[config.mk]
export PLATFORM = sky130hd
export DESIGN_NAME = mac_norm_arbiter_flat
export DESIGN_NICKNAME = d
export VERILOG_FILES = /design/src/rtl/mac_norm_arbiter_pkg.sv /design/src/rtl/mac_norm_arbiter_if.sv /design/src/rtl/mac_norm_arbiter_norm.sv /design/src/rtl/mac_norm_arbiter.sv /design/src/flat_wrapper.sv
export SDC_FILE = /design/constraint.sdc
export NUM_CORES = 1
export LEC_CHECK = 0
export ABC_CLOCK_PERIOD_IN_PS = 17200
export BUFFER_PORTS_ARGS = -buffer_cell sky130_fd_sc_hd__buf_2
export CAP_MARGIN = 20
export CORE_ASPECT_RATIO = 1.25
export CORE_MARGIN = 2
export CORE_UTILIZATION = 59
export CTS_CLUSTER_DIAMETER = 30
export DETAILED_ROUTE_END_ITERATION = 10
export PLACE_DENSITY = 0.86
export SYNTH_ARGS = -nofsm -noshare
export SYNTH_HDL_FRONTEND = slang
export SYNTH_SLANG_ARGS = --single-unit
[constraint.sdc]
create_clock -name i_clk -period 17.2 [get_ports i_clk]
set_input_delay 2.58 -clock i_clk [delete_from_list [all_inputs] [get_ports i_clk]]
set_output_delay 2.58 -clock i_clk [all_outputs]
set_load 0.02 [all_outputs]
[src/rtl/mac_norm_arbiter_pkg.sv]
// Shared types and constants for the MAC normalize/round arbiter slice.
package mac_pkg;

    typedef enum logic [1:0] {
        IDLE,
        NORM,
        PACK,
        RESP
    } state_e;

    localparam int FP16_BIAS    = 15;
    localparam int FP16_EXP_MAX = 31;
    localparam int SUM_W        = 19;
    localparam int MANT_W       = 11;
    // Bit position of 1.0 in the accumulator sum.
    localparam int SUM_POINT    = 13;

endpackage

[src/rtl/mac_norm_arbiter_if.sv]
// Request/response bundle between MAC lanes, the shared normalizer and write-back.
interface mac_norm_arbiter_if #(
    parameter int N_REQ = 4,
    parameter int ID_W  = 2
);
    import mac_pkg::*;

    logic [N_REQ-1:0]       i_req_valid;
    logic [N_REQ-1:0]       o_req_ready;
    logic [N_REQ*SUM_W-1:0] i_req_sum;
    logic [N_REQ*5-1:0]     i_req_exp;
    logic                   o_rsp_valid;
    logic                   i_rsp_ready;
    logic [ID_W-1:0]        o_rsp_id;
    logic [15:0]            o_rsp_data;
    logic                   o_rsp_ovf;
    logic                   o_rsp_unf;

    modport slave (
        input  i_req_valid, i_req_sum, i_req_exp, i_rsp_ready,
        output o_req_ready, o_rsp_valid, o_rsp_id, o_rsp_data, o_rsp_ovf, o_rsp_unf
    );

    modport master (
        output i_req_valid, i_req_sum, i_req_exp, i_rsp_ready,
        input  o_req_ready, o_rsp_valid, o_rsp_id, o_rsp_data, o_rsp_ovf, o_rsp_unf
    );

endinterface

[src/rtl/mac_norm_arbiter_norm.sv]
// Normalize/round of a 19-bit two's-complement sum to an 11-bit mantissa
// with leading one, plus exponent shift and rounding carry.
module final_norm_noSUB
    import mac_pkg::*;
(
    input  logic [SUM_W-1:0]  sum,
    output logic [MANT_W-1:0] final_norm_sum_with_leading1,
    output logic [4:0]        signed_exp_diff,
    output logic              exp_carry,
    output logic              sign,
    output logic [50:0]       number
);

    localparam int GRD = SUM_W - MANT_W - 1;

    logic [SUM_W-1:0] mag;
    logic [SUM_W-1:0] norm;
    logic [4:0]       lead;
    logic             round_up;
    logic [MANT_W:0]  mant_rnd;

    assign number = 51'd412;

    always_comb begin
        sign = sum[SUM_W-1];
        mag  = sign ? -sum : sum;
        lead = '0;
        for (int unsigned i = 0; i < SUM_W; i++) begin
            if (mag[i]) lead = 5'(i);
        end
        norm = mag << (5'(SUM_W - 1) - lead);
        // Round to nearest, ties to even, on the bits below the mantissa.
        round_up = norm[GRD] & ((|norm[GRD-1:0]) | norm[GRD+1]);
        mant_rnd = {1'b0, norm[SUM_W-1 -: MANT_W]} + {{MANT_W{1'b0}}, round_up};
        exp_carry = mant_rnd[MANT_W];
        final_norm_sum_with_leading1 = exp_carry ? {1'b1, {(MANT_W-1){1'b0}}}
                                                 : mant_rnd[MANT_W-1:0];
        signed_exp_diff = lead - 5'(SUM_POINT);
    end

endmodule

[src/rtl/mac_norm_arbiter.sv]
// Round-robin arbiter sharing one normalizer among N_REQ MAC lanes.
// Optional MAC_NORM_STATS_EN builds saturating overflow/underflow counters.
module mac_norm_arbiter
    import mac_pkg::*;
#(
    parameter int N_REQ = 4,
    parameter int ID_W  = 2
) (
    input  logic               i_clk,
    input  logic               i_rst_n,
    mac_norm_arbiter_if.slave  bus,
    output logic [15:0]        o_ovf_cnt,
    output logic [15:0]        o_unf_cnt,
    output logic [50:0]        number
);

    state_e state_q, state_d;

    logic [ID_W-1:0]   rr_ptr_q;
    logic [ID_W-1:0]   id_q;
    logic [SUM_W-1:0]  sum_q;
    logic [4:0]        exp_q;
    logic [ID_W-1:0]   grant_id;
    logic              grant_any;
    logic              accept;
    int unsigned       cand;

    logic [MANT_W-1:0] n_mant, mant_q;
    logic [4:0]        n_diff, diff_q;
    logic              n_carry, carry_q;
    logic              n_sign, sign_q;

    logic signed [6:0] e_d;
    logic [15:0]       data_d;
    logic              ovf_d, unf_d;

    logic              rsp_valid_q;
    logic [ID_W-1:0]   rsp_id_q;
    logic [15:0]       rsp_data_q;
    logic              ovf_q, unf_q;

    final_norm_noSUB u_norm (
        .sum                          (sum_q),
        .final_norm_sum_with_leading1 (n_mant),
        .signed_exp_diff              (n_diff),
        .exp_carry                    (n_carry),
        .sign                         (n_sign),
        .number                       (number)
    );

    // First valid lane searching upward from rr_ptr+1, wrapping at N_REQ.
    always_comb begin
        grant_any = 1'b0;
        grant_id  = '0;
        cand      = 0;
        for (int unsigned i = 1; i <= N_REQ; i++) begin
            cand = (32'(rr_ptr_q) + i) % 32'(N_REQ);
            if (!grant_any && bus.i_req_valid[ID_W'(cand)]) begin
                grant_any = 1'b1;
                grant_id  = ID_W'(cand);
            end
        end
    end

    always_ff @(posedge i_clk or negedge i_rst_n) begin
        if (!i_rst_n) state_q <= IDLE;
        else          state_q <= state_d;
    end

    always_comb begin
        state_d = state_q;
        case (state_q)
            IDLE:    if (accept) state_d = NORM;
            NORM:    state_d = PACK;
            PACK:    state_d = RESP;
            RESP:    if (bus.i_rsp_ready) state_d = IDLE;
            default: state_d = IDLE;
        endcase
    end

    always_comb begin
        bus.o_req_ready = '0;
        accept          = 1'b0;
        if (state_q == IDLE && grant_any) begin
            bus.o_req_ready[grant_id] = 1'b1;
            accept                    = 1'b1;
        end
    end

    always_comb begin
        e_d = $signed({2'b00, exp_q}) + $signed({{2{diff_q[4]}}, diff_q})
            + $signed({6'b0, carry_q});
        data_d = {sign_q, 15'b0};
        ovf_d  = 1'b0;
        unf_d  = 1'b0;
        if (!mant_q[MANT_W-1]) begin
            data_d = {sign_q, 15'b0};
        end else if (e_d >= $signed(7'(FP16_EXP_MAX))) begin
            data_d = {sign_q, 5'h1F, 10'h0};
            ovf_d  = 1'b1;
        end else if (e_d <= 7'sd0) begin
            unf_d  = 1'b1;
        end else begin
            data_d = {sign_q, e_d[4:0], mant_q[MANT_W-2:0]};
        end
    end

    always_ff @(posedge i_clk or negedge i_rst_n) begin
        if (!i_rst_n) begin
            rr_ptr_q    <= ID_W'(N_REQ - 1);
            id_q        <= '0;
            sum_q       <= '0;
            exp_q       <= '0;
            mant_q      <= '0;
            diff_q      <= '0;
            carry_q     <= 1'b0;
            sign_q      <= 1'b0;
            rsp_valid_q <= 1'b0;
            rsp_id_q    <= '0;
            rsp_data_q  <= '0;
            ovf_q       <= 1'b0;
            unf_q       <= 1'b0;
        end else begin
            if (accept) begin
                sum_q    <= bus.i_req_sum[SUM_W*grant_id +: SUM_W];
                exp_q    <= bus.i_req_exp[5*grant_id +: 5];
                id_q     <= grant_id;
                rr_ptr_q <= grant_id;
            end
            if (state_q == NORM) begin
                mant_q  <= n_mant;
                diff_q  <= n_diff;
                carry_q <= n_carry;
                sign_q  <= n_sign;
            end
            if (state_q == PACK) begin
                rsp_valid_q <= 1'b1;
                rsp_id_q    <= id_q;
                rsp_data_q  <= data_d;
                ovf_q       <= ovf_d;
                unf_q       <= unf_d;
            end else if (state_q == RESP && bus.i_rsp_ready) begin
                rsp_valid_q <= 1'b0;
            end
        end
    end

    assign bus.o_rsp_valid = rsp_valid_q;
    assign bus.o_rsp_id    = rsp_id_q;
    assign bus.o_rsp_data  = rsp_data_q;
    assign bus.o_rsp_ovf   = ovf_q;
    assign bus.o_rsp_unf   = unf_q;

`ifdef MAC_NORM_STATS_EN
    logic [15:0] ovf_cnt_q, unf_cnt_q;

    always_ff @(posedge i_clk or negedge i_rst_n) begin
        if (!i_rst_n) begin
            ovf_cnt_q <= '0;
            unf_cnt_q <= '0;
        end else if (state_q == PACK) begin
            if (ovf_d && ovf_cnt_q != '1) ovf_cnt_q <= ovf_cnt_q + 16'd1;
            if (unf_d && unf_cnt_q != '1) unf_cnt_q <= unf_cnt_q + 16'd1;
        end
    end

    assign o_ovf_cnt = ovf_cnt_q;
    assign o_unf_cnt = unf_cnt_q;
`else
    assign o_ovf_cnt = '0;
    assign o_unf_cnt = '0;
`endif

endmodule

[src/flat_wrapper.sv]
// flat-port wrapper written by rule: the top's interface ports become plain ports
module mac_norm_arbiter_flat import mac_pkg::*;
#(
    parameter int N_REQ = 4,
    parameter int ID_W  = 2
)
  (i_clk, i_rst_n, o_ovf_cnt, o_unf_cnt, number, bus_i_req_valid, bus_i_req_sum, bus_i_req_exp, bus_i_rsp_ready, bus_o_req_ready, bus_o_rsp_valid, bus_o_rsp_id, bus_o_rsp_data, bus_o_rsp_ovf, bus_o_rsp_unf);
  mac_norm_arbiter_if #(.N_REQ(N_REQ), .ID_W(ID_W)) bus_i ();
  input  logic i_clk;
  input  logic i_rst_n;
  output logic [15:0] o_ovf_cnt;
  output logic [15:0] o_unf_cnt;
  output logic [50:0] number;
  input wire logic [$bits(bus_i.i_req_valid)-1:0] bus_i_req_valid;
  input wire logic [$bits(bus_i.i_req_sum)-1:0] bus_i_req_sum;
  input wire logic [$bits(bus_i.i_req_exp)-1:0] bus_i_req_exp;
  input wire logic [$bits(bus_i.i_rsp_ready)-1:0] bus_i_rsp_ready;
  output wire logic [$bits(bus_i.o_req_ready)-1:0] bus_o_req_ready;
  output wire logic [$bits(bus_i.o_rsp_valid)-1:0] bus_o_rsp_valid;
  output wire logic [$bits(bus_i.o_rsp_id)-1:0] bus_o_rsp_id;
  output wire logic [$bits(bus_i.o_rsp_data)-1:0] bus_o_rsp_data;
  output wire logic [$bits(bus_i.o_rsp_ovf)-1:0] bus_o_rsp_ovf;
  output wire logic [$bits(bus_i.o_rsp_unf)-1:0] bus_o_rsp_unf;
  assign bus_i.i_req_valid = bus_i_req_valid;
  assign bus_i.i_req_sum = bus_i_req_sum;
  assign bus_i.i_req_exp = bus_i_req_exp;
  assign bus_i.i_rsp_ready = bus_i_rsp_ready;
  assign bus_o_req_ready = bus_i.o_req_ready;
  assign bus_o_rsp_valid = bus_i.o_rsp_valid;
  assign bus_o_rsp_id = bus_i.o_rsp_id;
  assign bus_o_rsp_data = bus_i.o_rsp_data;
  assign bus_o_rsp_ovf = bus_i.o_rsp_ovf;
  assign bus_o_rsp_unf = bus_i.o_rsp_unf;
  mac_norm_arbiter #(.N_REQ(N_REQ), .ID_W(ID_W)) u_core (.i_clk(i_clk), .i_rst_n(i_rst_n), .bus(bus_i), .o_ovf_cnt(o_ovf_cnt), .o_unf_cnt(o_unf_cnt), .number(number));
endmodule
## After elaboration in Yosys (flattened, before gate mapping)

Index checks and enable logic that the tools add are counted.
W data, S select, Z words.

| storage, ports and cells | value |
|---|---|
| flip-flop bits (word level) | 69 |
| bits in latches | 0 |
| bits in writable memories | 0 |
| memory bits (read-only) | 0 |
| memories | 0 |

| cells by class | value |
|---|---|
| add/sub/neg operators | 10 |
| multipliers | 2 |
| div/mod/pow operators | 0 |
| $lt $le $gt $ge | 8 |
| equal/unequal tests | 5 |
| shift-type cells | 3 |
| multiplexer cells | 53 |
| bitwise logic cells | 2 |
| reductions and logical operators | 13 |

Operators with widths:

| kind | number |
|---|---|
| $mux W5 | 17 |
| $shiftx A76 B8 Y19 | 1 |
| $mux W15 | 3 |
| $shiftx A20 B6 Y5 | 1 |
| $mux W19 | 1 |
| $neg A19 Y19 | 1 |
| $shl A19 B5 Y19 | 1 |
| $mux W1 | 18 |
| $lt A2 B3 Y1 const B | 5 |
| $add A11 B1 Y12 | 1 |
| $mux W2 | 6 |
| $mux W11 | 1 |
| $bmux W1 S2 | 4 |
| $pmux W2 S4 | 1 |
| $add A6 B5 Y7 | 1 |
| $add A7 B2 Y7 | 1 |
| $ge A7 B6 Y1 const B | 1 |
| $le A7 B1 Y1 const B | 1 |
| $mul A5 B2 Y7 const A | 1 |
| $reduce_or A7 Y1 | 1 |
| $logic_and A1 B1 Y1 | 6 |
| $mul A3 B2 Y5 const A | 1 |
| $sub A5 B4 Y5 const B | 1 |
| $sub A5 B5 Y5 const A | 1 |
| 15 further kinds | 20 |

## Depth between registers and ports, before layout

| logic depth | value |
|---|---|
| word-level depth | 27 |
| mapped depth | 29 |
| gate-level depth less buffers | 25 |

## Cells and area by module

From an unflattened synthesis, not the netlist that was laid out.

| second synthesis, totals | value |
|---|---|
| cells, all modules | 890 |
| area total of the unflattened synthesis | 7499.7 um^2 |

Modules (own cells, without submodules):

| module | times used | cells each | area an instance (um^2) |
|---|---|---|---|
| mac_norm_arbiter | 1 | 437 | 4285.4 |
| final_norm_noSUB | 1 | 453 | 3214.3 |

## Worst setup path after synthesis

Ideal clock, no wire load.

| timing path | value |
|---|---|
| kind | input port to output port |
| from | input bus_i_req_valid[2] |
| to | output bus_o_req_ready[1] |
| arrival | 3.901 ns |
| required time | 14.620 ns |
| slack | 10.719 ns |
| cell stages on the path | 5 |
| buffers on the path | 1 |
| cells stage by stage | inv_1 > nand2_1 > o221ai_1 > clkbuf_1 > nor3b_1 |

| on the way | value |
|---|---|
| word-level cells in the longest chain between the ends | 17 |

RTL lines:

| item | RTL line | source |
|---|---|---|
| start, declared | flat_wrapper.sv:14 | `input wire logic [$bits(bus_i.i_req_valid)-1:0] bus_i_req_valid;` |
| $bmux W1 S2 | mac_norm_arbiter.sv:58 | `if (!grant_any && bus.i_req_valid[ID_W'(cand)]) begin` |
| $mux W1 (not written as such) | mac_norm_arbiter.sv:58 |  |
| $mux W1 | mac_norm_arbiter.sv:58 |  |
| $logic_not A1 Y1 | mac_norm_arbiter.sv:58 |  |
| $logic_and A1 B1 Y1 | mac_norm_arbiter.sv:58 |  |
| $mux W1 | mac_norm_arbiter.sv:58 |  |
| $logic_not A1 Y1 | mac_norm_arbiter.sv:58 |  |
| $logic_and A1 B1 Y1 | mac_norm_arbiter.sv:58 |  |
| $mux W1 | mac_norm_arbiter.sv:58 |  |
| $logic_not A1 Y1 | mac_norm_arbiter.sv:58 |  |
| $logic_and A1 B1 Y1 | mac_norm_arbiter.sv:58 |  |
| $mux W2 | mac_norm_arbiter.sv:58 |  |
| $lt A2 B3 Y1 (not written as such) or $ge A2 B1 Y1 (tied branches) | mac_norm_arbiter.sv:85 | `bus.o_req_ready[grant_id] = 1'b1;` |
| $logic_and A1 B1 Y1 (not written as such) | mac_norm_arbiter.sv:85 |  |
| $mux W1 (not written as such) | mac_norm_arbiter.sv:85 |  |
| $demux W1 S2 | n/a |  |
| $mux W4 (*) | mac_norm_arbiter.sv:84 | `if (state_q == IDLE && grant_any) begin` |
| end, declared | flat_wrapper.sv:18 | `output wire logic [$bits(bus_i.o_req_ready)-1:0] bus_o_req_ready;` |

Every way passes the cells marked *; elsewhere a longest branch is shown, timed or not. The select of a mux whose other input is x is not followed.

## Final worst setup path

| timing path | value |
|---|---|
| from | register u_core.sum_q[0] |
| to | register u_core.mant_q[10] |

| on the way | value |
|---|---|
| word-level cells in the longest chain between the ends | 27 |

RTL lines:

| item | RTL line | source |
|---|---|---|
| start, declared | mac_norm_arbiter.sv:21 | `logic [SUM_W-1:0] sum_q;` |
| start signal, assigned | mac_norm_arbiter.sv:125 | `sum_q <= bus.i_req_sum[SUM_W*grant_id +: SUM_W];` |
| $neg A19 Y19 | mac_norm_arbiter_norm.sv:26 | `mag = sign ? -sum : sum;` |
| $mux W19 (*) | mac_norm_arbiter_norm.sv:26 |  |
| $mux W1 | mac_norm_arbiter_norm.sv:29 | `if (mag[i]) lead = 5'(i);` |
| $mux W5 (17 in series) | mac_norm_arbiter_norm.sv:29 |  |
| $sub A5 B5 Y5 | mac_norm_arbiter_norm.sv:31 | `norm = mag << (5'(SUM_W - 1) - lead);` |
| $shl A19 B5 Y19 (*) | mac_norm_arbiter_norm.sv:31 |  |
| $reduce_or A7 Y1 | mac_norm_arbiter_norm.sv:33 | `round_up = norm[GRD] & ((\|norm[GRD-1:0]) \| norm[GRD+1]);` |
| $or A1 B1 Y1 | mac_norm_arbiter_norm.sv:33 |  |
| $and A1 B1 Y1 | mac_norm_arbiter_norm.sv:33 |  |
| $add A11 B1 Y12 (*) | mac_norm_arbiter_norm.sv:34 | `mant_rnd = {1'b0, norm[SUM_W-1 -: MANT_W]} + {{MANT_W{1'b0}}, round_up};` |
| $mux W11 (*) | mac_norm_arbiter_norm.sv:36 | `final_norm_sum_with_leading1 = exp_carry ? {1'b1, {(MANT_W-1){1'b0}}}` |
| end signal, assigned | mac_norm_arbiter.sv:131 | `mant_q <= n_mant;` |
| end, declared | mac_norm_arbiter.sv:28 | `logic [MANT_W-1:0] n_mant, mant_q;` |

Every way passes the cells marked *; elsewhere a longest branch is shown, timed or not.
A chain may end at the register's enable or synchronous reset.

==> results.ini <==
[global_route]
track_usage_pct = 29.2
grt-ovfl-total = 0
grt_pass1_wl_um = 34000
grt_max_degree = 70
first_global_vias = 7096
antenna_found_initial = 0

[clock_tree]
cts_max_path_buffers = 2
cts_sinks = 69
cts_tree = yes
cts.repair.resized = 0
holdBufCountCts = 0
post_cts_buffers = 0
cts_buffers = 9
insertion_delay_ns = 0.33
path_clk_slew_ns = 0.06
h-tree-depth = 3
cts_root_buffer = clkbuf_16

[sta]
hold_violations = 0
rsz0062_at_grt = no
fin_crit_ns = 7.26
fmax_ghz = 0.138
finalClockSkew_ns = 0.00917
final.setup.tns_ns = 0
max_slew_margin_pct = 29.3
slew_viol_final = 0
setup_viol = 0
timing.final.crit_share_pct = 42.2
worst_pin_slew_ns = 1.06

[floorplan]
fp.dieH_um = 132
num_rows = 46
start_util_pct = 60.5
io_pins = 211
core_um2 = 12700
fp.dieW_um = 106
dieArea_um2 = 14000

[synthesis]
synth_edf_count = 0
async_flop_share_pct = 100
syn_area_um2 = 7690
yosys_warnings = 0
ys_seq_area_share_pct = 22.5
ys_ff_latch = 69
synth_cell_types = 98
avgSynthCellArea_um2 = 7.30
synthCells = 1053
synthFlopType = dfrtp_1

[place]
gp_congestion = 0.966
io_buffer_count = 127
post-dp-hpwl_um = 15400

[setup_path]
r2r-start = u_core.sum_q[0]$_DFFE_PN0P_
crit_path_start_kind = flop
r2r_cells = 23
cp_data_required_time_ns = 17.40
path_class = flop to flop
cp-end-kind = flop
arrival_ns = 7.46
rrSetupSlack_ns = 9.94
rr_endpoint = u_core.mant_q[10]$_DFFE_PN0N_
crit_fanout = 24

[routing]
drt_iter0_drc = 558
via_per_inst = 5.94
wire_per_inst_um = 15.7
drtAntennaViolNets = 0
drc = 0
dr.pass1.iters = 5
route.vias.total = 7694
wirelength_um = 20400

[layout]
layout-area-overhead-vs-synth_pct = 7.81
drive_gt1_share_pct = 19.0
diodes = 0
final_net_count = 1241

[worst_hold_path]
min_to = u_core.bus.o_rsp_valid$_DFFE_PN0P_
min_path_cells = 1
min_from = u_core.bus.o_rsp_valid$_DFFE_PN0P_
worstHoldPathType = flop to flop

[flow_run]
cap_violations = 0

[status]
outcome = completed

-- Yosys cell counts (12+ instances only) --
cell type / count / area share [%]
ha_1: 13 / 2.1
nor3_1: 14 / 0.91
mux2_2: 12 / 1.8
a21oi_1: 28 / 1.8
o21ai_0: 99 / 6.4
nand2_1: 133 / 6.5
o221ai_1: 15 / 1.7
dfrtp_1: 67 / 22
nand3_1: 40 / 2.6
buf_2: 14 / 0.91
xor2_1: 15 / 1.7
inv_1: 39 / 1.9
buf_4: 83 / 8.1
clkbuf_1: 48 / 2.3
a31oi_1: 13 / 1.1
o211ai_1: 21 / 2.1
xnor2_1: 21 / 2.4
nor2_1: 143 / 7.0
-- registers in the layout, indices dropped and copies added (netlist names), 2 cells and up --
name,flops
u_core.state_q,2
u_core.mant_q,11
u_core.bus.o_rsp_data,16
u_core.sum_q,19
u_core.id_q,2
u_core.diff_q,5
u_core.bus.o_rsp_id,2
u_core.rr_ptr_q,2
u_core.exp_q,5
-- kinds of logic after synthesis --
| logic type | share of synthesized area, % |
|---|---|
| xor+xnor | 4.88 |
| mux | 3.29 |
| buf+inv | 14.8 |
| compound gates | 27.2 |
| simple gates | 24.6 |
| other cells | 0.0977 |
| fa+ha+maj | 2.64 |
| flops | 22.5 |
-- critical path: stages, from the launching register on --
cell and delay [ns]:
dfrtp_1 0.56, inv_1 0.19, ha_1 0.25, or3b_1 0.50, o31ai_1 0.42, xnor2_1 0.30, a311oi_2 0.53, and2_2 0.29
a21oi_4 0.17, inv_2 0.32, ha_1 0.20, buf_4 0.27, clkinv_1 0.45, xnor2_2 0.64, o211ai_1 0.20, a21oi_2 0.23
o211ai_1 0.19, inv_1 0.09, ha_1 0.17, inv_1 0.05, a211oi_1 0.35, nand3_1 0.23, a2111oi_0 0.40, o31ai_1 0.10
-- metal layers --
metal	GRT usage [%]	part of all wire, %	vias up
li1	-	-	3713
met1	37.0	40	3500
met2	49.0	49	411
met3	4.32	7.1	70
met4	12.4	4.1	0
met5	0	0	-
-- through the flow --
stage / instance area, um^2 / instances / util [%] / hold WS [ns] / setup WS (ns)
floorplan: 7990 / 1134 / - / 0.441 / 10.72
global placement: 7950 / 1279 / 62.5 / 0.456 / 10.39
detailed placement: 7950 / 1279 / 62.5 / 0.462 / 10.09
CTS: 8270 / 1295 / 65.0 / 0.475 / 10.05
global route: 8290 / 1296 / 65.2 / 0.509 / 9.45
finish: 8290 / 1296 / 65.2 / 0.475 / 9.94
-- cells in the final DEF, fill, tap and decap left out, drive strengths merged, types with 14 or more instances in the layout --
master and instances:
a21oi 31, buf 134, conb 83, dfrtp 67, inv 40, nand2 137
nand3 40, nor2 143, nor3 14, o211ai 21, o21ai 105, o221ai 16
xnor2 24, xor2 15
-- how the worst max path moves through the flow --
stage                                startpoint  cells past startpoint                       endpoint  slack (ns)
finish              u_core.sum_q[0]$_DFFE_PN0P_                     23  u_core.mant_q[10]$_DFFE_PN0N_        9.94
global route        u_core.sum_q[0]$_DFFE_PN0P_                     23  u_core.mant_q[10]$_DFFE_PN0N_        9.45
CTS                 u_core.sum_q[0]$_DFFE_PN0P_                     23  u_core.mant_q[10]$_DFFE_PN0N_       10.05
detailed placement  u_core.sum_q[0]$_DFFE_PN0P_                     23  u_core.mant_q[10]$_DFFE_PN0N_       10.09
global placement             bus_i_req_valid[0]                      7             bus_o_req_ready[0]       10.39
floorplan                    bus_i_req_valid[2]                      5             bus_o_req_ready[1]       10.72
-- cell type report --
cell class	instances	area, um^2
Clock buffer	10	229
Sequential cell	69	1730
Clock inverter	6	88.8
Tap cell	168	210
Multi-Input combinational cell	866	5170
Timing Repair Buffer	134	701
Inverter	43	161
Fill cell	1131	4430
Power is left out: the tool's default activity adds up to more than one toggle a clock period on the data nets, which glitch-free logic cannot reach.
